==> src/rtl/usb_pkg.sv <==
// Shared USB transmit-path definitions.
//   bs_state_t    : bit stuffer FSM states
//   USB_STUFF_LEN : run of 1s after which USB inserts a 0
package usb_pkg;

  typedef enum logic [1:0] {
    IDLE,
    PASS,
    STUFF
  } bs_state_t;

  localparam int unsigned USB_STUFF_LEN = 6;

endpackage

==> src/rtl/bit_stuff_if.sv <==
// Serial bitstream link around the bit stuffer.
//   master : upstream side (drives inb/recving/pause_in, sees outb/sending/pause_out)
//   slave  : bit stuffer side
// With BIT_STUFF_STATS_EN defined, the link also carries the per-packet stuff_cnt.
interface bit_stuff_if;

  logic inb;
  logic recving;
  logic pause_in;
  logic outb;
  logic sending;
  logic pause_out;
`ifdef BIT_STUFF_STATS_EN
  logic [15:0] stuff_cnt;

  modport master (
    output inb, recving, pause_in,
    input  outb, sending, pause_out, stuff_cnt
  );

  modport slave (
    input  inb, recving, pause_in,
    output outb, sending, pause_out, stuff_cnt
  );
`else
  modport master (
    output inb, recving, pause_in,
    input  outb, sending, pause_out
  );

  modport slave (
    input  inb, recving, pause_in,
    output outb, sending, pause_out
  );
`endif

endinterface

==> src/rtl/counter.sv <==
// Generic up/down counter with synchronous clear.
//   clk, rst_L : clock, asynchronous active-low reset
//   inc        : count enable
//   clr        : synchronous clear, overrides inc
//   up         : count direction (1 = up)
//   cnt        : current count
module counter #(
  parameter int unsigned WIDTH = 4
) (
  input  logic             clk,
  input  logic             rst_L,
  input  logic             inc,
  input  logic             clr,
  input  logic             up,
  output logic [WIDTH-1:0] cnt
);

  always_ff @(posedge clk or negedge rst_L) begin
    if (!rst_L) begin
      cnt <= '0;
    end else if (clr) begin
      cnt <= '0;
    end else if (inc) begin
      cnt <= up ? cnt + 1'b1 : cnt - 1'b1;
    end
  end

endmodule

==> src/rtl/bit_stuff.sv <==
// USB transmit bit stuffer: passes the serial stream through with zero latency and
// inserts a 0 after every STUFF_LEN consecutive 1s, stalling upstream via pause_out
// for the cycle the inserted 0 is driven.
//   clk, rst_L : clock, asynchronous active-low reset
//   bus        : bit_stuff_if.slave (inb, recving, pause_in in; outb, sending, pause_out out)
// Optional: define BIT_STUFF_STATS_EN to add bus.stuff_cnt, the saturating count of
// stuff bits inserted in the current/most recent packet.
// STUFF_LEN legal range is 2..15.
module bit_stuff
  import usb_pkg::*;
#(
  parameter int unsigned STUFF_LEN = USB_STUFF_LEN
) (
  input logic        clk,
  input logic        rst_L,
  bit_stuff_if.slave bus
);

  localparam logic [3:0] LastOne = 4'(STUFF_LEN - 1);

  bs_state_t  state_q, state_d;
  logic [3:0] ones_cnt;
  logic       in_stuff;
  logic       accept;
  logic       stuff_entry;
  logic       pass_to_idle;
  logic       stuff_exit;
  logic       inc_cnt;
  logic       clr_cnt;

  assign in_stuff     = (state_q == STUFF);
  assign accept       = bus.recving & ~bus.pause_in & ~in_stuff;
  assign stuff_entry  = accept & bus.inb & (ones_cnt == LastOne);
  assign pass_to_idle = (state_q == PASS) & ~bus.recving;
  assign stuff_exit   = in_stuff & ~bus.pause_in;

  // Clear wins over increment inside the counter, so the STUFF_LEN-th 1 leaves it at 0;
  // the inserted 0 thereby restarts the run.
  assign inc_cnt = accept & bus.inb;
  assign clr_cnt = (accept & ~bus.inb) | stuff_entry | pass_to_idle;

  counter #(
    .WIDTH (4)
  ) u_run_cnt (
    .clk   (clk),
    .rst_L (rst_L),
    .inc   (inc_cnt),
    .clr   (clr_cnt),
    .up    (1'b1),
    .cnt   (ones_cnt)
  );

  always_comb begin
    state_d = state_q;
    unique case (state_q)
      IDLE, PASS: begin
        if (stuff_entry) begin
          state_d = STUFF;
        end else if (accept) begin
          state_d = PASS;
        end else if (pass_to_idle) begin
          state_d = IDLE;
        end
      end
      STUFF: begin
        if (!bus.pause_in) begin
          state_d = bus.recving ? PASS : IDLE;
        end
      end
      default: state_d = IDLE;
    endcase
  end

  always_ff @(posedge clk or negedge rst_L) begin
    if (!rst_L) begin
      state_q <= IDLE;
    end else begin
      state_q <= state_d;
    end
  end

  // Reset forces IDLE, so these reduce to pass-through while rst_L is low.
  always_comb begin
    bus.outb      = in_stuff ? 1'b0 : bus.inb;
    bus.sending   = in_stuff | bus.recving;
    bus.pause_out = in_stuff | bus.pause_in;
  end

`ifdef BIT_STUFF_STATS_EN
  logic [15:0] stuff_cnt_q;

  // Cleared at packet start so the value survives past packet end for readout.
  always_ff @(posedge clk or negedge rst_L) begin
    if (!rst_L) begin
      stuff_cnt_q <= '0;
    end else if ((state_q == IDLE) && (state_d == PASS)) begin
      stuff_cnt_q <= '0;
    end else if (stuff_exit && (stuff_cnt_q != 16'hFFFF)) begin
      stuff_cnt_q <= stuff_cnt_q + 16'd1;
    end
  end

  assign bus.stuff_cnt = stuff_cnt_q;
`endif

endmodule

==> src/flat_wrapper.sv <==
// flat-port wrapper written by rule: the top's interface ports become plain ports
module bit_stuff_flat import usb_pkg::*;
#(
  parameter int unsigned STUFF_LEN = USB_STUFF_LEN
)
  (clk, rst_L, bus_inb, bus_recving, bus_pause_in, bus_outb, bus_sending, bus_pause_out);
  bit_stuff_if bus_i ();
  input logic clk;
  input logic rst_L;
  input wire logic [$bits(bus_i.inb)-1:0] bus_inb;
  input wire logic [$bits(bus_i.recving)-1:0] bus_recving;
  input wire logic [$bits(bus_i.pause_in)-1:0] bus_pause_in;
  output wire logic [$bits(bus_i.outb)-1:0] bus_outb;
  output wire logic [$bits(bus_i.sending)-1:0] bus_sending;
  output wire logic [$bits(bus_i.pause_out)-1:0] bus_pause_out;
  assign bus_i.inb = bus_inb;
  assign bus_i.recving = bus_recving;
  assign bus_i.pause_in = bus_pause_in;
  assign bus_outb = bus_i.outb;
  assign bus_sending = bus_i.sending;
  assign bus_pause_out = bus_i.pause_out;
  bit_stuff #(.STUFF_LEN(STUFF_LEN)) u_core (.clk(clk), .rst_L(rst_L), .bus(bus_i));
endmodule
==> config.mk <==
export PLATFORM = sky130hd
export DESIGN_NAME = bit_stuff_flat
export DESIGN_NICKNAME = d
export VERILOG_FILES = /design/src/rtl/usb_pkg.sv /design/src/rtl/bit_stuff_if.sv /design/src/rtl/counter.sv /design/src/rtl/bit_stuff.sv /design/src/flat_wrapper.sv
export SDC_FILE = /design/constraint.sdc
export NUM_CORES = 1
export LEC_CHECK = 0
export BUFFER_PORTS_ARGS = -buffer_cell sky130_fd_sc_hd__buf_2
export CAP_MARGIN = 20
export CORE_AREA = 2 2 39 41
export DETAILED_ROUTE_END_ITERATION = 8
export DIE_AREA = 0 0 41 43
export GPL_ROUTABILITY_DRIVEN = 0
export MAX_ROUTING_LAYER = met4
export PLACE_DENSITY = 0.53
export SLEW_MARGIN = 20
export SYNTH_ARGS = -nofsm -noshare
export SYNTH_HDL_FRONTEND = slang
export SYNTH_SLANG_ARGS = --single-unit
==> constraint.sdc <==
create_clock -name clk -period 1.3 [get_ports clk]
set_input_delay 0.39 -clock clk [delete_from_list [all_inputs] [get_ports clk]]
set_output_delay 0.39 -clock clk [all_outputs]
set_load 0.1 [all_outputs]
==> flow_summary.json <==
{
  "status": "finished, violations left",
  "violations": "negative setup slack",
  "overflow": 0,
  "ys_seq_area_frac": 0.382,
  "ctsRootBufferMaster": "clkbuf_4",
  "drt_iter0_markers": 1,
  "synth_cells": 39,
  "crit_type": "reg2out",
  "synthTopCellsByArea": "dfrtp_1 38%, ha_1 6.4%, nand4_4 5.4%",
  "grt_pass1_wl_mm": 1.45,
  "multi_input_area_um2": 273,
  "drc": 0,
  "nets": 69,
  "core_area_mm2": 0.00138,
  "post-route-period-util": 1.14,
  "areaGrowthSynthToFinish_pct": 62.4,
  "required_ps": 910,
  "ys_seq_elements": 6,
  "synth_cell_types": 25,
  "dp_hpwl_um": 685,
  "clk_latency_ps": 240,
  "cts_tree": "done",
  "final.fill_count": 127,
  "die_h_um": 43,
  "end_kind": "primary output",
  "drtPass1Iterations": 2,
  "grt_pass1_vias": 360,
  "clock_sinks": 6,
  "start_kind": "register",
  "initial_core_util": 0.284,
  "fin_skew_ps": 0.694,
  "final-seq-area_um2": 150,
  "finalHoldViolCount": 0,
  "groute.usage.overall": 0.122,
  "cts_buffers": 3,
  "postSynthAreaPerCell_um2": 10.1,
  "grt_max_degree": 7,
  "fin_cells": 76,
  "drive_above_1_share": 0.533,
  "hold_path.class": "in2reg",
  "synth_fp_nets": 46,
  "port_buffers": 7,
  "cts_buffer_depth": 2,
  "tightestPinTransition_ps": 201,
  "slew_headroom": 0.866,
  "clkSlewWorstSetupHoldPaths_ps": 50,
  "maxCapViolCount": 0,
  "layout_common_cells": "10 x buf_4, 6 x dfrtp_1, 4 x nand3_1, 4 x buf_2",
  "ant_nets": 0,
  "vias_per_cell": 4.57,
  "die_w_um": 41,
  "synth_top_cell_by_area": "dfrtp_1",
  "layout_min_cycle_time_ps": 1480,
  "power_uw": 546,
  "ir_drop_uv": 446,
  "vias": 347,
  "utilization": 0.461,
  "rows": 14,
  "htreeDepth": 1,
  "final_common_cell": "buf_4",
  "final.setup.tns_ps": -441,
  "ios": 8,
  "wl_um": 860,
  "fin_ws_ps": -182,
  "syn_area_um2": 393,
  "post_drt_wl_per_cell_um": 11.3,
  "leakage_nw": 0.295,
  "fmax_ghz": 0.675,
  "rsz0062_at_grt": "true",
  "num_antenna_cells": 0,
  "netlist.area_leader.share": 0.382,
  "crit_fanout": 5,
  "p_per_area_mw_per_mm2": 855,
  "antenna_found_initial": 0,
  "setup-violations-final": 3,
  "die_area_mm2": 0.00176,
  "crit_arrival_ps": 1090,
  "yosysWarnings": 0,
  "place_inst": 71,
  "drv_slew": 0
}
layer usage:
layer | up-vias | share of wire | GRT usage
met4 | 0 | 0 | 0.0200
li1 | 183 | - | -
met2 | 5 | 0.53 | 0.188
met5 | - | 0 | -
met1 | 159 | 0.44 | 0.152
met3 | 0 | 0.031 | 0.0471
metrics by stage:
step	hold WS [ps]	setup slack, ps	area [um^2]
4_1_cts	437	-193	608
3_5_place_dp	226	-20.1	568
2_1_floorplan	94.4	-69.9	400
5_1_grt	443	-221	638
3_3_place_gp	222	6.34	568
6_report	441	-182	638
cells by family (layout without fill, tap and decap cells):
group           Yosys count  in the layout  share of synthesized area
compound gates            9              9                      0.162
buf+inv                   2             23                     0.0191
flops                     6              6                      0.382
fa+ha+maj                 2              2                     0.0637
simple gates             19             19                      0.347
mux                       1              1                     0.0255
area by class of cell:
cell class | count | area share
clock buffers | 3 | 0.0353
inverters | 2 | 0.0118
multi-input cells | 31 | 0.427
flip-flops and latches | 6 | 0.235
well taps | 16 | 0.0314
repair buffers | 18 | 0.259
worst max-delay path: stages, from the launching register on:
cell and delay, ps:
dfrtp_1 370, nand2b_4 170, and2_4 150, buf_12 160
power breakdown:
group / total, mW / switching (mW) / internal, mW
Clock: 0.171 / 0.0667 / 0.104
Sequential: 0.201 / 0.00488 / 0.196
Combinational: 0.173 / 0.0925 / 0.0808
Total: 0.546 / 0.164 / 0.382
worst paths after layout:
kind                            slack, ps                      end               startpoint  cells after the start
max in group asynchronous             650        u_core.state_q[0]                    rst_L                      2
worst min register to register        530  u_core.u_run_cnt.cnt[2]  u_core.u_run_cnt.cnt[2]                      1
worst min-delay path                  440        u_core.state_q[0]              bus_recving                      3
worst max-delay path                 -180                 bus_outb        u_core.state_q[0]                      3
worst max register to register         50  u_core.u_run_cnt.cnt[2]  u_core.u_run_cnt.cnt[0]                      5
min in group asynchronous             500  u_core.u_run_cnt.cnt[2]                    rst_L                      2
flip-flops by register name, summed over array words and instances (netlist names):
signal and flops:
u_core.state_q 2, u_core.u_run_cnt.cnt 4
cell usage after synthesis:
cell / number
o21bai_2: 1
o2bb2ai_1: 1
ha_1: 2
nand2b_4: 1
and2_1: 1
and2b_4: 1
nand2b_1: 1
dfrtp_1: 6
and2_4: 1
and2b_1: 1
o21ai_1: 1
mux2i_1: 1
a21oi_1: 2
a21o_1: 1
a2bb2oi_1: 1
inv_1: 2
nand2_2: 1
nor3b_1: 1
nand3b_1: 1
nand2_1: 4
or3_1: 1
o21ai_0: 1
nand4_4: 1
nand3_1: 4
o211ai_1: 1
repair_timing:
item / CTS / global route
setup endpoints to repair: 3 / 8
hold endpoints to repair: 6 / 0
hold buffers: 1 / 0
gates resized for setup: 0 / 4
pin swaps: 1 / 3
setup buffers: 1 / 1
Power figures use the tool's default switching activity.
